--- src/rtl/bf_seq_if.sv ---
`default_nettype none
// +-----------------------------------------------------------------------------
// | Module   : bf_seq_if
// | Purpose  : Fetch/execute-facing signal bundle of the loop sequencer.
// | Revision : 1.0 - initial release
// +-----------------------------------------------------------------------------
interface bf_seq_if #(
  parameter int A_WIDTH = 12,
  parameter int D_WIDTH = 8
);
  logic               step_pc;
  logic [D_WIDTH-1:0] opcode;
  logic               opcode_valid;
  logic               exec_ready;
  logic               cell_zero;
  logic [A_WIDTH-1:0] pc;
  logic               ack_out;
  logic               exec_valid;
  logic               halted;
  logic               error;
  logic [15:0]        jump_count;

  // slave: the sequencer itself; master: fetch/execute environment
  modport slave (
    input  step_pc, opcode, opcode_valid, exec_ready, cell_zero,
    output pc, ack_out, exec_valid, halted, error, jump_count
  );

  modport master (
    output step_pc, opcode, opcode_valid, exec_ready, cell_zero,
    input  pc, ack_out, exec_valid, halted, error, jump_count
  );
endinterface
`default_nettype wire

--- src/rtl/bf_loop_sequencer.sv ---
`default_nettype none
// +-----------------------------------------------------------------------------
// | Module   : bf_loop_sequencer
// | Purpose  : Program counter, '['/']' loop control, squash and halt/error
// |            detection between fetch and execute.
// | Option   : BF_SEQ_JUMP_COUNT_EN enables the saturating jump_count counter.
// | Revision : 1.0 - initial release
// +-----------------------------------------------------------------------------
module bf_loop_sequencer #(
  parameter int A_WIDTH     = 12,
  parameter int D_WIDTH     = 8,
  parameter int STACK_DEPTH = 16,
  parameter int SCAN_WIDTH  = 8
) (
  input  wire     clk,
  input  wire     reset,
  bf_seq_if.slave bus
);
  localparam int c_sp_w  = $clog2(STACK_DEPTH) + 1;
  localparam int c_idx_w = (STACK_DEPTH > 1) ? $clog2(STACK_DEPTH) : 1;

  localparam logic [D_WIDTH-1:0] c_op_halt  = '0;
  localparam logic [D_WIDTH-1:0] c_op_open  = D_WIDTH'(8'h5B);
  localparam logic [D_WIDTH-1:0] c_op_close = D_WIDTH'(8'h5D);

  typedef enum logic [1:0] {
    S_RUN   = 2'd0,
    S_SCAN  = 2'd1,
    S_HALT  = 2'd2,
    S_ERROR = 2'd3
  } state_t;

  state_t                state_q, state_d;
  logic [A_WIDTH-1:0]    pc_q, pc_d;
  logic [A_WIDTH-1:0]    op_addr_q, op_addr_d;
  logic [c_sp_w-1:0]     sp_q, sp_d;
  logic [SCAN_WIDTH-1:0] scan_q, scan_d;
  logic                  squash_q, squash_d;
  logic [A_WIDTH-1:0]    stack_q [STACK_DEPTH];

  logic                  active;
  logic                  consume;
  logic                  push;
  logic                  redirect;
  logic                  fwd;
  logic [c_idx_w-1:0]    top_idx;
  logic [A_WIDTH-1:0]    top_addr;

  assign active   = (state_q == S_RUN) || (state_q == S_SCAN);
  assign consume  = bus.opcode_valid && bus.exec_ready && active;
  assign top_idx  = c_idx_w'(sp_q - c_sp_w'(1));
  assign top_addr = stack_q[top_idx];

  always_comb begin
    state_d   = state_q;
    pc_d      = pc_q;
    op_addr_d = op_addr_q;
    sp_d      = sp_q;
    scan_d    = scan_q;
    squash_d  = squash_q;
    push      = 1'b0;
    redirect  = 1'b0;
    fwd       = 1'b0;

    if (active && bus.step_pc) begin
      op_addr_d = pc_q;
      pc_d      = pc_q + A_WIDTH'(1);
    end

    if (consume && squash_q) begin
      squash_d = 1'b0;
    end else if (consume) begin
      case (state_q)
        S_RUN: begin
          if (bus.opcode == c_op_halt) begin
            state_d = S_HALT;
          end else if (bus.opcode == c_op_open) begin
            if (bus.cell_zero) begin
              state_d = S_SCAN;
              scan_d  = SCAN_WIDTH'(1);
            end else if (sp_q == c_sp_w'(STACK_DEPTH)) begin
              state_d = S_ERROR;
            end else begin
              push = 1'b1;
              sp_d = sp_q + c_sp_w'(1);
            end
          end else if (bus.opcode == c_op_close) begin
            if (sp_q == '0) begin
              state_d = S_ERROR;
            end else if (bus.cell_zero) begin
              sp_d = sp_q - c_sp_w'(1);
            end else begin
              // The entry stays on the stack: the '[' is not re-executed,
              // the loop body restarts right after it.
              redirect = 1'b1;
              squash_d = 1'b1;
              pc_d     = top_addr + A_WIDTH'(1);
            end
          end else begin
            fwd = 1'b1;
          end
        end
        S_SCAN: begin
          if (bus.opcode == c_op_halt) begin
            state_d = S_ERROR;
          end else if (bus.opcode == c_op_open) begin
            if (scan_q == '1) state_d = S_ERROR;
            else              scan_d  = scan_q + SCAN_WIDTH'(1);
          end else if (bus.opcode == c_op_close) begin
            scan_d = scan_q - SCAN_WIDTH'(1);
            if (scan_q == SCAN_WIDTH'(1)) state_d = S_RUN;
          end
        end
        default: ;
      endcase
    end
  end

  always_ff @(posedge clk or posedge reset) begin
    if (reset) begin
      state_q   <= S_RUN;
      pc_q      <= '0;
      op_addr_q <= '0;
      sp_q      <= '0;
      scan_q    <= '0;
      squash_q  <= 1'b0;
    end else begin
      state_q   <= state_d;
      pc_q      <= pc_d;
      op_addr_q <= op_addr_d;
      sp_q      <= sp_d;
      scan_q    <= scan_d;
      squash_q  <= squash_d;
    end
  end

  // Stack contents are don't-care after reset; sp alone defines validity.
  always_ff @(posedge clk) begin
    if (push) stack_q[sp_q[c_idx_w-1:0]] <= op_addr_q;
  end

  assign bus.pc         = pc_q;
  assign bus.ack_out    = !reset && active && bus.exec_ready && !redirect;
  assign bus.exec_valid = !reset && fwd;
  assign bus.halted     = (state_q == S_HALT);
  assign bus.error      = (state_q == S_ERROR);

`ifdef BF_SEQ_JUMP_COUNT_EN
  logic [15:0] jump_count_q, jump_count_d;

  always_comb begin
    jump_count_d = jump_count_q;
    if (redirect && (jump_count_q != 16'hFFFF)) jump_count_d = jump_count_q + 16'd1;
  end

  always_ff @(posedge clk or posedge reset) begin
    if (reset) jump_count_q <= '0;
    else       jump_count_q <= jump_count_d;
  end

  assign bus.jump_count = jump_count_q;
`else
  assign bus.jump_count = 16'd0;
`endif

endmodule
`default_nettype wire
--- src/flat_wrapper.sv ---
// flat-port wrapper written by rule: the top's interface ports become plain ports
module bf_loop_sequencer_flat 
#(
  parameter int A_WIDTH     = 12,
  parameter int D_WIDTH     = 8,
  parameter int STACK_DEPTH = 16,
  parameter int SCAN_WIDTH  = 8
)
  (clk, reset, bus_step_pc, bus_opcode, bus_opcode_valid, bus_exec_ready, bus_cell_zero, bus_pc, bus_ack_out, bus_exec_valid, bus_halted, bus_error, bus_jump_count);
  bf_seq_if #(.A_WIDTH(A_WIDTH), .D_WIDTH(D_WIDTH)) bus_i ();
  input  wire clk;
  input  wire reset;
  input wire logic [$bits(bus_i.step_pc)-1:0] bus_step_pc;
  input wire logic [$bits(bus_i.opcode)-1:0] bus_opcode;
  input wire logic [$bits(bus_i.opcode_valid)-1:0] bus_opcode_valid;
  input wire logic [$bits(bus_i.exec_ready)-1:0] bus_exec_ready;
  input wire logic [$bits(bus_i.cell_zero)-1:0] bus_cell_zero;
  output wire logic [$bits(bus_i.pc)-1:0] bus_pc;
  output wire logic [$bits(bus_i.ack_out)-1:0] bus_ack_out;
  output wire logic [$bits(bus_i.exec_valid)-1:0] bus_exec_valid;
  output wire logic [$bits(bus_i.halted)-1:0] bus_halted;
  output wire logic [$bits(bus_i.error)-1:0] bus_error;
  output wire logic [$bits(bus_i.jump_count)-1:0] bus_jump_count;
  assign bus_i.step_pc = bus_step_pc;
  assign bus_i.opcode = bus_opcode;
  assign bus_i.opcode_valid = bus_opcode_valid;
  assign bus_i.exec_ready = bus_exec_ready;
  assign bus_i.cell_zero = bus_cell_zero;
  assign bus_pc = bus_i.pc;
  assign bus_ack_out = bus_i.ack_out;
  assign bus_exec_valid = bus_i.exec_valid;
  assign bus_halted = bus_i.halted;
  assign bus_error = bus_i.error;
  assign bus_jump_count = bus_i.jump_count;
  bf_loop_sequencer #(.A_WIDTH(A_WIDTH), .D_WIDTH(D_WIDTH), .STACK_DEPTH(STACK_DEPTH), .SCAN_WIDTH(SCAN_WIDTH)) u_core (.clk(clk), .reset(reset), .bus(bus_i));
endmodule
--- config.mk ---
export PLATFORM = sky130hd
export DESIGN_NAME = bf_loop_sequencer_flat
export DESIGN_NICKNAME = d
export VERILOG_FILES = /design/src/rtl/bf_seq_if.sv /design/src/rtl/bf_loop_sequencer.sv /design/src/flat_wrapper.sv
export SDC_FILE = /design/constraint.sdc
export NUM_CORES = 1
export LEC_CHECK = 0
export CORE_UTILIZATION = 30
export DETAILED_ROUTE_END_ITERATION = 8
export DONT_BUFFER_PORTS = 1
export MAX_ROUTING_LAYER = met4
export PLACE_DENSITY = 0.55
export SYNTH_ARGS = -nofsm -noshare
export SYNTH_HDL_FRONTEND = slang
export SYNTH_SLANG_ARGS = --single-unit
--- constraint.sdc ---
create_clock -name clk -period 4.7 [get_ports clk]
set_input_delay 0.47 -clock clk [delete_from_list [all_inputs] [get_ports clk]]
set_output_delay 0.47 -clock clk [all_outputs]
set_load 0.01 [all_outputs]
**Word-level counts from Yosys, hierarchy flattened**

Memory sizes are Yosys's and may differ from the RTL's.
Index checks and enable logic that the tools add are counted.

- Bits in registers: 40
- Memory bits (writable): 192
- Input port bits: 14
- Output and inout port bits: 32
- Word-level logic and storage cells: 132
- Memories kept: 1

- $add $sub $neg: 6
- Equal/unequal tests: 27
- Mux-type cells: 66
- Bitwise logic cells: 2
- Reductions and logical operators: 24

Memory list:

| memory | depth | bits a word | read ports | clocked after Yosys merged registers in | write ports | RTL line | RTL |
|---|---|---|---|---|---|---|---|
| u_core.stack_q | 16 | 12 | 1 | 0 | 1 | bf_loop_sequencer.sv:39 | `logic [A_WIDTH-1:0] stack_q [STACK_DEPTH];` |

Operators by type and width:

| cell | count |
|---|---|
| 12-bit two-way mux | 9 |
| 8-bit two-way mux | 7 |
| 1-bit two-way mux | 31 |
| 5-bit two-way mux | 6 |
| 9-bit AND reduction | 3 |
| 12-bit by 1-bit adder with 12-bit output, second input constant | 2 |
| 2-bit two-way mux | 11 |
| 4-bit != test, second input constant | 5 |
| 8-bit by 7-bit == test with 1-bit output, second input constant | 2 |
| 8-bit one-hot mux with 2 select lines | 1 |
| 2-bit != test, second input constant | 6 |
| 2-bit nonzero test | 6 |
| 2-bit by 1-bit != test with 1-bit output, second input constant | 5 |
| 8-bit by 1-bit adder with 8-bit output, second input constant | 1 |
| 8-bit by 1-bit == test with 1-bit output, second input constant | 1 |
| 8-bit == test, second input constant | 1 |
| 1-bit logical AND | 8 |
| 8-bit zero test | 1 |
| 8-bit by 1-bit subtractor with 8-bit output, second input constant | 1 |
| 7-bit AND reduction | 1 |
| 3-bit != test, second input constant | 2 |
| 5-bit by 1-bit adder with 5-bit output, second input constant | 1 |
| 5-bit == test, second input constant | 1 |
| 5-bit zero test | 1 |
| 9 further kinds | 12 |

**Depth between registers and ports, before layout**

Gate-level depths: netlist (run 1).

- Word-level depth: 12
- Gate-level depth with buffers: 18
- Depth with buffers taken out: 11

**Least setup slack after synthesis (run 1)**

No wires, ideal clock.

- Kind: flip-flop to flip-flop
- Start: register u_core.sp_q[0]
- End: register u_core.pc_q[8] (netlist: u_core.bus.pc[8])
- Library setup time: 136 ps
- Data arrival time: 3479 ps
- Data required time: 4564 ps
- Slack: 1085 ps
- Stages on the path, launching flop included: 19
- Buffers on the path: 7
- Clock period less this slack: 3615 ps
- Cell sequence: dfrtp_1 -> buf_4 -> buf_4 -> buf_4 -> inv_1 -> ha_1 -> buf_2 -> buf_4 -> buf_4 -> clkbuf_1 -> nor3_1 -> mux2i_1 -> nand4_1 -> mux2i_1 -> ha_1 -> nand2_1 -> nor3b_1 -> xnor2_1 -> a21oi_1

- Longest elaborated chain between the ends: 11
- Elaborated cells on any way between the ends: 12
- Classes of those cells: 2 x add/sub; 8 x mux; 1 x reduce/logical; 1 x memory

Ends and longest elaborated chain:

| item | RTL line | RTL |
|---|---|---|
| start: declaration | bf_loop_sequencer.sv:36 | `logic [c_sp_w-1:0] sp_q, sp_d;` |
| start signal: assignment | bf_loop_sequencer.sv:131 | `sp_q <= sp_d;` |
| 5-bit by 1-bit subtractor with 5-bit output | bf_loop_sequencer.sv:51 | `assign top_idx = c_idx_w'(sp_q - c_sp_w'(1));` |
| memory read 16 x 12 bit | n/a |  |
| 12-bit by 1-bit adder with 12-bit output | bf_loop_sequencer.sv:97 | `pc_d = top_addr + A_WIDTH'(1);` |
| 12-bit two-way mux | bf_loop_sequencer.sv:90 | `end else if (bus.cell_zero) begin` |
| 12-bit two-way mux * | bf_loop_sequencer.sv:88 | `if (sp_q == '0) begin` |
| 12-bit two-way mux * | bf_loop_sequencer.sv:87 | `end else if (bus.opcode == c_op_close) begin` |
| 12-bit two-way mux * | bf_loop_sequencer.sv:77 | `end else if (bus.opcode == c_op_open) begin` |
| 12-bit two-way mux * | bf_loop_sequencer.sv:75 | `if (bus.opcode == c_op_halt) begin` |
| 12-bit two-way mux * | bf_loop_sequencer.sv:73 | `case (state_q)` |
| 12-bit two-way mux * | bf_loop_sequencer.sv:72 | `end else if (consume) begin` |
| 12-bit two-way mux * | bf_loop_sequencer.sv:70 | `if (consume && squash_q) begin` |
| via u_core.pc_d[8] | bf_loop_sequencer.sv:34 | `logic [A_WIDTH-1:0] pc_q, pc_d;` |
| end signal: assignment | bf_loop_sequencer.sv:129 | `pc_q <= pc_d;` |
| end: declaration | bf_loop_sequencer.sv:34 |  |

Mark *: on every way through the listed nets, which the timed path passes. The rest lies on a longest branch.
A chain may end at the register's enable or synchronous reset.

**Final worst setup path (run 1)**

- Start: register u_core.sp_q[1]
- End: register u_core.pc_q[11] (netlist: u_core.bus.pc[11])

The elaborated chain is that of the path after synthesis.

==> flow_metrics.py, run 1 <==
metrics = {
    "synth": {
        "yosysTopAreaCell": "edfxtp_1",
        "netlist_area_um2": 10500,
        "syn_area_per_cell_um2": 14.7,
        "ys_seq_elements": 232,
        "synthTopCellsByArea": "edfxtp_1 (55%), dfrtp_1 (9.6%), mux4_2 (7.7%), mux2i_1 (3.4%), nand2_1 (2.9%)",
        "synth-edff-count": 192,
        "synth_top_area_frac": 0.551,
        "synthSimpleGateAreaFrac": 0.119,
        "synth_mux_area_frac": 0.123,
        "synthAdderAreaFrac": 0.0132,
        "yosys_warnings": 0,
        "synth_compound_area_frac": 0.0331,
        "synth-seq-area-share": 0.647,
        "syn_inst": 712,
        "synth_xor_xnor_area_share": 0.0304,
        "ys.flop_type": "edfxtp_1",
        "synthArstFlopShare": 0.172,
        "synth_top_family_by_area": "multiplexers",
        "synth_cell_types": 56,
    },
    "pwr": {
        "p_leak_nw": 4.46,
        "ir_drop_v": 0.000238,
        "power_density_nw_per_um2": 350,
    },
    "clocking": {
        "clock_sinks": 232,
        "numCtsBuffers": 25,
        "postCtsSetupBuffers": 0,
        "cts_tree": "built",
        "cts_max_level": 1,
        "cts_max_path_buffers": 3,
        "ctsHoldBuffers": 0,
        "cts_resized": 0,
        "insertion_delay_ns": 0.52,
        "path_clk_slew_ns": 0.06,
        "clockRootBuffer": "clkbuf_16",
    },
    "floorplanning": {
        "io_pins": 46,
        "die-height_um": 189,
        "die-area_um2": 35600,
        "rows": 68,
        "start_util": 0.304,
        "core_um2": 34500,
        "die_w_um": 189,
    },
    "sta": {
        "skew_ns": 0.00903,
        "setup-tns-final_ns": 0,
        "maxSlewHeadroom": 0.368,
        "drv_slew": 0,
        "worst_pin_slew_ns": 0.948,
        "hold_viol": 0,
        "rsz0062_at_grt": "false",
        "finalSetupViolCount": 0,
        "max_freq_mhz": 274,
        "period_share": 0.778,
        "final.min_clock_period_ns": 3.66,
    },
    "critical_path": {
        "worst_path_most_repeated_cell": "nor4_2",
        "cp_num_buf_inv": 2,
        "cpPeakStageDelay_ns": 0.76,
        "cp.depth": 11,
        "cp.required_ns": 5.08,
        "setup.worst_path.class": "register to register",
        "crit_fanout": 22,
        "rr_worst_depth": 11,
        "cp-end-kind": "register",
        "cp_top_family": "XOR/XNOR gates",
        "crit_arrival_ns": 4.04,
        "cp_cell_sequence": "inv_1 -> ha_1 -> xnor2_4 -> buf_4 -> mux2i_1 -> nand4_1 -> nor4_2 -> o21ai_2 -> nor4_2 -> xnor2_1 -> a21oi_1",
        "crit_slowest_cell": "xnor2_4",
        "start_kind": "register",
    },
    "final_layout": {
        "drive_gt1_frac": 0.170,
        "diodes": 0,
        "final_common_cell": "edfxtp_1",
        "register_area_um2": 6770,
        "fill_cells": 3312,
        "final_cell_mix": "edfxtp_1 (192), nand2_1 (81), nor2_1 (43)",
        "design_area_um2": 11800,
        "layout-area-overhead-vs-synth_pct": 12.8,
        "multi_input_area_um2": 3420,
        "fin_nets": 757,
    },
    "placement": {
        "dp_hpwl_um": 14700,
        "place_area_um2": 11000,
        "place.port_buffers": 0,
        "gp_congestion": 0.792,
    },
    "routing": {
        "routed_via_density": 4.82,
        "via_count": 5807,
        "drt_iter0_markers": 485,
        "wire_per_inst_um": 18.9,
        "remaining_drc_errors": 0,
        "finalWirelength_um": 22700,
        "antenna_left": 0,
        "first_pass_iters": 5,
    },
    "job": {
        "maxCapViolations": 0,
    },
    "grt": {
        "grtUsageTotal": 0.133,
        "grt_remaining_overflow": 0,
        "grt_pass1_wl_um": 34900,
        "grt_antenna_before_repair": 0,
        "grt_pass1_vias": 5715,
        "grt_max_degree": 66,
    },
    "run_status": {
        "outcome": "finished clean",
    },
    "worst_hold_path": {
        "worstHoldPathType": "input port to asynchronous set/reset pin",
    },
}
[state kept, by name, summed over array words and instances, names as in the netlist]
name / flops
u_core.op_addr_q: 12
u_core.scan_q: 8
u_core.bus.pc: 12
u_core.stack_q: 192
u_core.squash_q: 1
u_core.sp_q: 5
u_core.state_q: 2
[per-stage QoR]
stage	hold slack, ns	total power (W)	util	setup WS (ns)	cells
finish	0.0194	0.00414	0.343	1.04	1204
global route	0.0802	0.00427	0.343	0.679	1204
CTS	0.0403	0.00419	0.343	1.01	1204
detailed placement	0.493	0.00226	0.319	1.02	1160
global placement	0.492	0.00226	0.319	1.09	1160
floorplan	0.463	0.00227	-	1.08	727
[routing by layer]
layer | GRT usage | part of all wire | wire length, um | vias up
met5 | - | 0 | 0 | -
met4 | 0.0267 | 0.011 | 253 | 0
met3 | 0.0237 | 0.049 | 1120 | 19
met2 | 0.214 | 0.47 | 10800 | 147
met1 | 0.177 | 0.47 | 10600 | 2944
li1 | - | - | - | 2697
[synthesized netlist by cell type (12+ instances only)]
master    count
nor2_1       43
o21ai_0      25
clkbuf_1     12
buf_2        12
a21oi_1      12
buf_4        23
nor3_1       23
dfrtp_1      40
nand3_1      12
mux4_2       36
xnor2_1      21
edfxtp_1    192
nand2_1      81
nor3b_1      21
mux2i_1      36
[final timing paths]
path	startpoint	end	slack (ns)
hold / removal	reset	u_core.state_q[0]	0.02
hold reg to reg	u_core.squash_q	u_core.squash_q	0.51
min in group clk	bus_cell_zero	u_core.bus.pc[9]	0.21
setup reg to reg	u_core.sp_q[1]	u_core.bus.pc[11]	1.04
max in group asynchronous	reset	u_core.sp_q[0]	4.02
setup / recovery	u_core.sp_q[1]	u_core.bus.pc[11]	1.04
[area by class of cell]
class	instances	area share
clock buffers	27	0.0536
clock inverters	17	0.0142
inverters	9	0.00286
multi-input cells	436	0.290
flip-flops and latches	232	0.574
well taps	455	0.0482
repair buffers	28	0.0178
[logic make-up (layout without fill, tap and decap cells)]
group                      Yosys count  in the layout
and+or+nand+nor                    239            239
AOI/OAI and AO/OA                   58             58
adders and majority gates           11             11
other                                1             16
buffers and inverters               59             81
muxes                               80             80
DFF                                232            232
xor gates and xnor gates            32             32
[worst reg2reg max path, cell delays in order, from the launching register on]
cell and delay [ns]:
dfrtp_1 0.49, inv_1 0.13, ha_1 0.29, xnor2_4 0.76, buf_4 0.42, mux2i_1 0.22
nand4_1 0.18, nor4_2 0.31, o21ai_2 0.16, nor4_2 0.34, xnor2_1 0.16, a21oi_1 0.08
[power breakdown]
group / internal [W] / switching (W) / total, W
logic: 0.00000189 / 0.0000141 / 0.0000160
clock network: 0.00114 / 0.000784 / 0.00192
registers: 0.00220 / 0.00000102 / 0.00220
total: 0.00334 / 0.000799 / 0.00414
Power figures use the tool's default switching activity.
==> run 2, diff against run 1 <==
--- a/config.mk
+++ b/config.mk
@@ -9,7 +9,7 @@
 export DETAILED_ROUTE_END_ITERATION = 8
 export DONT_BUFFER_PORTS = 1
 export MAX_ROUTING_LAYER = met4
-export PLACE_DENSITY = 0.55
+export PLACE_DENSITY = 0.56
 export SYNTH_ARGS = -nofsm -noshare
 export SYNTH_HDL_FRONTEND = slang
 export SYNTH_SLANG_ARGS = --single-unit
==> constraint.sdc (replaced) <==
create_clock -name clk -period 3.15 [get_ports clk]
set_input_delay 0.315 -clock clk [delete_from_list [all_inputs] [get_ports clk]]
set_output_delay 0.315 -clock clk [all_outputs]
set_load 0.01 [all_outputs]
==> run 2 against run 1 <==
Sequential cell count stayed put. Cell area up 3.2%. Register-to-register slack worse by 0.87 ns. Critical path depth down 1. Highest routed layer unchanged.
==> flow_metrics.py, run 2 (same netlist as run 1, synthesis figures left out) <==
metrics = {
    "pwr": {
        "power_density_nw_per_um2": 514,
        "p_leak_nw": 4.63,
        "ir_drop_v": 0.000399,
        "power_w": 0.00626,
    },
    "routing": {
        "antenna_left": 0,
        "wl_met2_um": 10700,
        "wirelength_met1_um": 10800,
        "finalWirelength_um": 22800,
        "first_pass_iters": 4,
        "routed_via_density": 4.80,
        "remaining_drc_errors": 0,
        "maxUsedRoutingLayer": "met4",
        "drt_iter0_markers": 413,
        "dr_wl_met3_um": 1010,
        "via_count": 5908,
        "wire_per_inst_um": 18.5,
    },
    "critical_path": {
        "setup.worst_path.class": "register to register",
        "cp-end-kind": "register",
        "crit_slowest_cell": "mux4_2",
        "cp_cell_sequence": "clkinvlp_4 -> ha_4 -> buf_12 -> mux4_2 -> nor2_1 -> and4_4 -> o21ai_2 -> nor4_2 -> xnor2_1 -> a21oi_1",
        "start_kind": "register",
        "reg2reg_setup_slack_ns": 0.18,
        "r2r_start": "u_core.sp_q[0]",
        "cp_num_buf_inv": 2,
        "cpPeakStageDelay_ns": 0.57,
        "crit_arrival_ns": 3.36,
        "cp_top_family": "simple AND/OR/NAND/NOR gates",
        "rr_worst_depth": 10,
        "crit_fanout": 23,
        "r2r_end": "u_core.bus.pc[11]",
        "cp.required_ns": 3.54,
    },
    "grt": {
        "grt_max_degree": 71,
        "grt_pass1_vias": 5890,
        "grt_pass1_wl_um": 35700,
        "grt_antenna_before_repair": 0,
        "grt_remaining_overflow": 0,
        "grtUsageTotal": 0.133,
    },
    "worst_hold_path": {
        "worstHoldPathType": "input port to register",
        "hold_path_end": "u_core.bus.pc[9]",
        "worstHoldStart": "bus_cell_zero",
        "whs_path_depth": 3,
    },
    "sta": {
        "hold_slack_ns": 0.0403,
        "maxSlewHeadroom": 0.543,
        "final.min_clock_period_ns": 2.97,
        "hold_viol": 0,
        "skew_ns": 0.0137,
        "fin_ws_ns": 0.177,
        "rsz0062_at_grt": "false",
        "period_share": 0.944,
        "max_freq_mhz": 336,
        "drv_slew": 0,
        "finalSetupViolCount": 0,
        "worst_pin_slew_ns": 0.686,
    },
    "final_layout": {
        "final_util": 0.353,
        "final_cell_mix": "edfxtp_1 (192), nand2_1 (80), buf_4 (51)",
        "fin_nets": 788,
        "instances_no_fill": 1232,
        "largest_reg_flops": 192,
        "layout-area-overhead-vs-synth_pct": 16.4,
        "final_common_cell": "edfxtp_1",
        "fill_cells": 3322,
        "drive_gt1_frac": 0.205,
        "diodes": 0,
    },
    "floorplanning": {
        "rows": 68,
        "start_util": 0.304,
        "io_pins": 46,
        "core_um2": 34500,
        "die-height_um": 189,
        "die_w_um": 189,
        "die-area_um2": 35600,
    },
    "placement": {
        "dp.cells": 1186,
        "gp_congestion": 0.779,
        "place.port_buffers": 0,
        "dpl_worst_slack_ns": 0.161,
        "dp_hpwl_um": 14900,
    },
    "clocking": {
        "numCtsBuffers": 26,
        "cts_max_level": 1,
        "clock_sinks": 232,
        "clockRootBuffer": "clkbuf_16",
        "cts_max_path_buffers": 3,
        "path_clk_slew_ns": 0.07,
        "insertion_delay_ns": 0.53,
        "cts_tree": "built",
    },
    "job": {
        "maxCapViolations": 0,
    },
    "run_status": {
        "outcome": "finished clean",
    },
}
==> run 2: layout make-up <==
class | count | area, um^2 | share of cell area
Clock buffer | 30 | 687 | 0.0564
Clock inverter | 12 | 136 | 0.0112
Inverter | 9 | 37.5 | 0.00308
Multi-Input combinational cell | 436 | 3460 | 0.284
Sequential cell | 232 | 6770 | 0.556
Tap cell | 455 | 569 | 0.0468
Timing Repair Buffer | 58 | 513 | 0.0421
==> run 2: where the power goes <==
group          internal, W  switching [W]
clock              0.00178        0.00117
combinational   0.00000441      0.0000215
sequential         0.00328     0.00000156
==> run 2: through the flow <==
| stage | cell area [um^2] | setup TNS (ns) |
|---|---|---|
| global route | 12200 | 0 |
| detailed placement | 11300 | 0 |
| CTS | 12100 | 0 |
| floorplan | 10600 | -2.41 |
| finish | 12200 | 0 |
| global placement | 11300 | 0 |
==> run 2: worst max-delay path by stage <==
| stage | from | to | slack (ns) | cells after the start |
|---|---|---|---|---|
| floorplan | u_core.sp_q[0] | u_core.stack_q[0][0] | -0.09 | 10 |
| global placement | u_core.sp_q[0] | u_core.bus.pc[11] | 0.17 | 10 |
| detailed placement | u_core.sp_q[0] | u_core.bus.pc[11] | 0.16 | 11 |
| CTS | u_core.sp_q[0] | u_core.bus.pc[11] | 0.14 | 10 |
| global route | u_core.sp_q[0] | u_core.bus.pc[11] | 0.005 | 10 |
| finish | u_core.sp_q[0] | u_core.bus.pc[11] | 0.18 | 10 |
==> run 2: routing by layer <==
metal,vias to the layer above,track usage
met5,-,-
met4,0,0.0304
met3,30,0.0184
met2,140,0.209
met1,2968,0.183
li1,2770,-
==> run 2: what timing repair did <==
| item | CTS | global route |
|---|---|---|
| setup endpoints to repair | 0 | 3 |
| hold buffers | 1 | 0 |
| endpoints found under the hold margin | 40 | 0 |
| setup buffers | 0 | 3 |
| gates resized for setup | 0 | 3 |
==> run 2: tightest hold or removal path, stage by stage <==
cell and delay, ns:
nor3_1 0.06, nand2_1 0.08, o22ai_1 0.07
==> RTL edit 1, RTL diff (flow settings as in run 2) <==
`pc_q`, `op_addr_q` and `sp_q` no longer have a reset.
--- a/src/rtl/bf_loop_sequencer.sv
+++ b/src/rtl/bf_loop_sequencer.sv
@@ -120,17 +120,17 @@
     if (reset) begin
       state_q   <= S_RUN;
-      pc_q      <= '0;
-      op_addr_q <= '0;
-      sp_q      <= '0;
       scan_q    <= '0;
       squash_q  <= 1'b0;
     end else begin
       state_q   <= state_d;
-      pc_q      <= pc_d;
-      op_addr_q <= op_addr_d;
-      sp_q      <= sp_d;
       scan_q    <= scan_d;
       squash_q  <= squash_d;
     end
+  end
+
+  always_ff @(posedge clk) begin
+    pc_q      <= pc_d;
+    op_addr_q <= op_addr_d;
+    sp_q      <= sp_d;
   end
 
Function: changed (a bounded check fails within 4 cycles, from zero or initial values and one cycle with reset high).
==> RTL edit 1 against run 2 <==
  * Critical path depth fell by 1
  * Worst hold slack improved by 0.096 ns
  * Utilization rose by 0.68 points
  * Count of clock-buffer cells in the layout fell by 2
  * Area after synthesis fell by 0.30%
  * Sequential share of layout area rose by 0.072 points
  * Design area rose by 0.18%
  * Global-route usage rose by 0.90 points
  * Sequential cell count did not move
  * Power rose by 4.2%
  * Routed wire length rose by 8.1%
  * Worst setup slack got worse by 0.021 ns
  * Final cell count fell by 1.7%
==> RTL edit 1: results (changes against run 2) <==
- Placed Cells: 1,154 (-2.7%)
- Post-DP Area: 11,200 um2 (-0.97%)
- Post-Synth Adder-Cell Area: 0.0132 (+0.0000394)
- Clk cell area share: 0.0741 (+0.00644)
- Synth Area in Compound Gates: 0.0439 (+0.0108)
- Drt total wl: 24,700 um (+8.1%)
- Place WS: 0.0828 ns (-0.0781 ns)
- Buffering overhead: 0.0415 (-0.000591)
- Detail Route met2 WL: 11,600 um (+8.9%)
- Vias in the first global route: 5,940 (+0.85%)
- First-pass GRT wire length: 36,800 um (+3.1%)
- Vias per cell: 5.00 (+4.3%)
- CTS buffer count: 25 (-3.8%)
- Setup Skew: 0.0159 ns (+0.00219 ns)
- Router iterations before antenna repair: 5 (+1)
- Layout fillers: 3,217 (-3.2%)
- Crit path arrival time: 3.45 ns (+0.09 ns)
- Worst r2r dst: u_core.bus.pc[11]
- Syn Area/Cell: 15.1 um2 (+2.4%)
- Layout clock buffer count: 28 (-6.7%)
- Slew @ Worst Pin: 0.628 ns (-0.0579 ns)
- Placer congestion estimate: 0.833 (+6.9%)
- Pwr Density: 535 nW/um2 (+4.0%)
- Critical path origin: u_core.sp_q[2]
- Internal power: 5300 uW (+4.6%)
- Final Net Count: 769 (-2.4%)
- Mux share of post-synthesis cell area: 0.117 (-0.00647)
- Non-clk invs: 12 (+3)
- Metal3 WL: 1020 um (+1.2%)
- FFs & Latches: 232 (unchanged)
- Number of synthesized flops with an enable pin: 209 (+8.9%)
- Most instantiated cells after synthesis: 209 x edfxtp_1, 38 x nor2_1, 36 x nand2_1
- Met2 Track Usage GR: 0.224 (+0.0146)
- Minimum clock period after layout: 2.99 ns (+0.0207 ns)
- Largest net degree at the start of global routing: 68 (-4.2%)
- Hold Crit Start: bus_exec_ready
- Worst Hold Path EP: u_core.squash_q
- Outcome: finished, final reports clean
- CP delay by family, top: compound AO/OA/AOI/OAI gates
- Fraction of area in multi-input gates: 0.278 (-0.00658)
- Post-Syn Area: 10,400 um2 (-0.30%)
- Seq/Total Area, Yosys: 0.651 (+0.00434)
- Count of non-CTS buffers in the layout: 60 (+3.4%)
- DR iter-0 viols: 495 (+20%)
- Synth area leaders: edfxtp_1 60%, mux4_2 7.3%, mux2i_1 3.2%, dfrtp_1 2.6%, dfxtp_1 2.3%
- Sequential share of cell area: 0.557 (+0.000718)
- Post-synth cell types: 65 (+16%)
- Post-synth ARST share: 0.0474 (-0.125)
==> RTL edit 1: cell types whose count changed in the layout (fill, tap and decap cells not counted), moves of 5 or more <==
cell,run 2,this run
nand2_1,80,36
dfrtp_1,39,11
edfxtp_1,192,209
dfxtp_1,0,12
xnor2_1,21,11
nand4_1,11,17
nor3_2,8,2
nor3b_1,20,26
clkinv_2,0,5
nor2_1,43,38
==> RTL edit 1: power by group through the flow <==
stage / Combinational [uW] / Sequential [uW] / Clock, uW
after CTS: 19.2 / 3310 / 3250
after detailed placement: 18.0 / 3370 / 0
after global placement: 17.8 / 3370 / 0
after floorplan: 30.4 / 3370 / 0
after global routing: 22.6 / 3300 / 3350
final: 19.0 / 3310 / 3200
==> RTL edit 1: what timing repair did <==
item	CTS	global route
resized for setup	0	5
hold buffers	1	0
hold endpoints to repair	11	0
buffers inserted	0	10
endpoints found under the setup margin	0	4
==> RTL edit 2, RTL diff (flow settings as in run 2) <==
Without the edit above. `D_WIDTH` is set to 8 in 3 places; all go to 12.
--- a/src/rtl/bf_seq_if.sv
+++ b/src/rtl/bf_seq_if.sv
@@ -7,5 +7,5 @@
 interface bf_seq_if #(
   parameter int A_WIDTH = 12,
-  parameter int D_WIDTH = 8
+  parameter int D_WIDTH = 12
 );
   logic               step_pc;
--- a/src/rtl/bf_loop_sequencer.sv
+++ b/src/rtl/bf_loop_sequencer.sv
@@ -9,5 +9,5 @@
 module bf_loop_sequencer #(
   parameter int A_WIDTH     = 12,
-  parameter int D_WIDTH     = 8,
+  parameter int D_WIDTH     = 12,
   parameter int STACK_DEPTH = 16,
   parameter int SCAN_WIDTH  = 8
--- a/src/flat_wrapper.sv
+++ b/src/flat_wrapper.sv
@@ -3,5 +3,5 @@
 #(
   parameter int A_WIDTH     = 12,
-  parameter int D_WIDTH     = 8,
+  parameter int D_WIDTH     = 12,
   parameter int STACK_DEPTH = 16,
   parameter int SCAN_WIDTH  = 8
Ports: changed (resized bus_opcode); port bits go from 46 to 50. No check against the original RTL was run, so the function may have changed too.
==> RTL edit 2 against run 2 <==
  * Design area fell by 1.3%
  * Routed wire length rose by 4.4%
  * Critical path depth rose by 4
  * Sequential cell count did not move
  * Area after synthesis fell by 1.4%
  * Critical endpoint is now u_core.bus.pc[4]
  * Maximum frequency rose by 0.73%
  * Worst setup slack improved by 0.022 ns
Power is not compared: it rests on default switching activity, and its combinational part moved more than twofold at a synthesized area within 25%.
==> RTL edit 2: results (changes against run 2) <==
- Outcome: finished, final reports clean
- Syn. warnings: 0 (unchanged)
- Reg-to-reg critical path startpoint: u_core.sp_q[0]
- Leak: 0.00421 uW
- Worst Setup Slack, final: 0.198 ns (+0.0215 ns)
- Placed Cells: 1,152 (-2.9%)
- Seq/Total Area, Yosys: 0.656 (+0.00925)
- Sw Share: 0.230
- Antenna Cells: 0 (unchanged)
- Placer congestion estimate: 0.800 (+2.6%)
- CTS buffer count: 25 (-3.8%)
- Max reg flops: 192 (unchanged)
- Router iterations before antenna repair: 4 (unchanged)
- Share of cells above drive strength 1: 0.226 (+0.0210)
- Crit Path Category: register to register
- CP Capture Point: u_core.bus.pc[4]
- Initial antenna violation count: 0 (unchanged)
- Worst VDD drop: 0.000394 V
- Number of synthesized flops with an enable pin: 192 (unchanged)
- Routed length per instance: 19.9 um (+7.4%)
- IO Port Bufs: 0 (unchanged)
- First-pass GRT wire length: 36,700 um (+2.6%)
- Worst R2R Setup Slack: 0.20 ns (+0.02 ns)
- Relative slew slack: 0.317 (-0.226)
- Post-synth cell types: 64 (+14%)
- CTS Buffer Depth: 3 (unchanged)
- # setup viols final: 0 (unchanged)
- Most instantiated cells after synthesis: 192 x edfxtp_1, 98 x nand2_1, 46 x mux4_2
- Setup Skew: 0.0186 ns (+0.00484 ns)
- H-Tree Depth: 1 (unchanged)
- Largest net degree at the start of global routing: 35 (-51%)
- Hold Worst Slack: 0.0952 ns (+0.0549 ns)
- Worst-path clk slew: 0.06 ns
- Worst Hold Path EP: u_core.squash_q
- HP Class: input pin to register
- Total global-route track usage: 0.141 (+0.00770)
- Root buffer cell: clkbuf_16
- Syn Area/Cell: 15.3 um2 (+4.3%)
- Final Net Count: 762 (-3.3%)
- Synth area leaders: edfxtp_1 56%, mux4_2 10%, dfrtp_1 9.7%, nand2_1 3.6%, mux2i_1 2.4%
- Crit path arrival time: 3.36 ns (about the same)
- Vias per cell: 4.88 (+1.9%)
- Post-DP Area: 11,200 um2 (-1.2%)
- DR iter-0 viols: 462 (+12%)
- Hold Crit Start: bus_opcode_valid
- Post-DP HPWL: 16,000 um (+7.0%)
- Place WS: 0.0652 ns (-0.0958 ns)
- Vias: 5,847 (-1.0%)
- Critical-path maximum fanout: 8 (-65%)
- Reg2Reg Depth: 14 (+4)
==> RTL edit 2: power groups by stage <==
| stage | sequential (uW) | combinational [uW] | clock, uW |
|---|---|---|---|
| after detailed placement | 3890 | 210 | 0 |
| final | 3820 | 210 | 2890 |
| after global placement | 3890 | 208 | 0 |
| after global routing | 3840 | 247 | 3070 |
| after CTS | 3830 | 213 | 2940 |
| after floorplan | 3760 | 190 | 0 |
==> RTL edit 2: critical path, stage by stage (launching register included) <==
cell and delay [ns]:
dfrtp_4 0.50, clkinv_4 0.08, ha_4 0.17, xor2_4 0.17
buf_12 0.15, mux4_1 0.58, nand2_1 0.08, and3_1 0.15
a21oi_1 0.06, ha_1 0.25, o21ai_2 0.11, xnor2_1 0.16
o22ai_1 0.10, nor4_1 0.18, a21oi_1 0.07
==> RTL edit 2: timing repair <==
item / CTS / global route
endpoints found under the hold margin: 25 / 0
buffers inserted: 0 / 1
resized for setup: 0 / 3
setup endpoints to repair: 0 / 6
hold buffers: 1 / 0
==> RTL edit 2: cell families after synthesis <==
logic type / count (synthesis) / share of synthesized area
simple gates: 211 / 0.0968
mux: 81 / 0.141
other cells: 1 / 0.000364
compound gates: 57 / 0.0364
fa+ha+maj: 11 / 0.0133
xor+xnor: 31 / 0.0289
buf+inv: 49 / 0.0269
flops: 232 / 0.656
==> RTL edit 2: metal layers <==
| metal | share of wire | GRT usage |
|---|---|---|
| met1 | 0.46 | 0.195 |
| met2 | 0.48 | 0.224 |
| met3 | 0.042 | 0.0174 |
| met4 | 0.017 | 0.0269 |
| met5 | 0 | - |
==> RTL edit 2: final cells by class <==
class	count	area (um2)
clock buffer	27	633
clock inverter	16	164
fill	3208	21700
inverter	7	31.3
multi-input combinational	407	3360
sequential	232	6770
tap	448	561
timing repair buffer	60	494
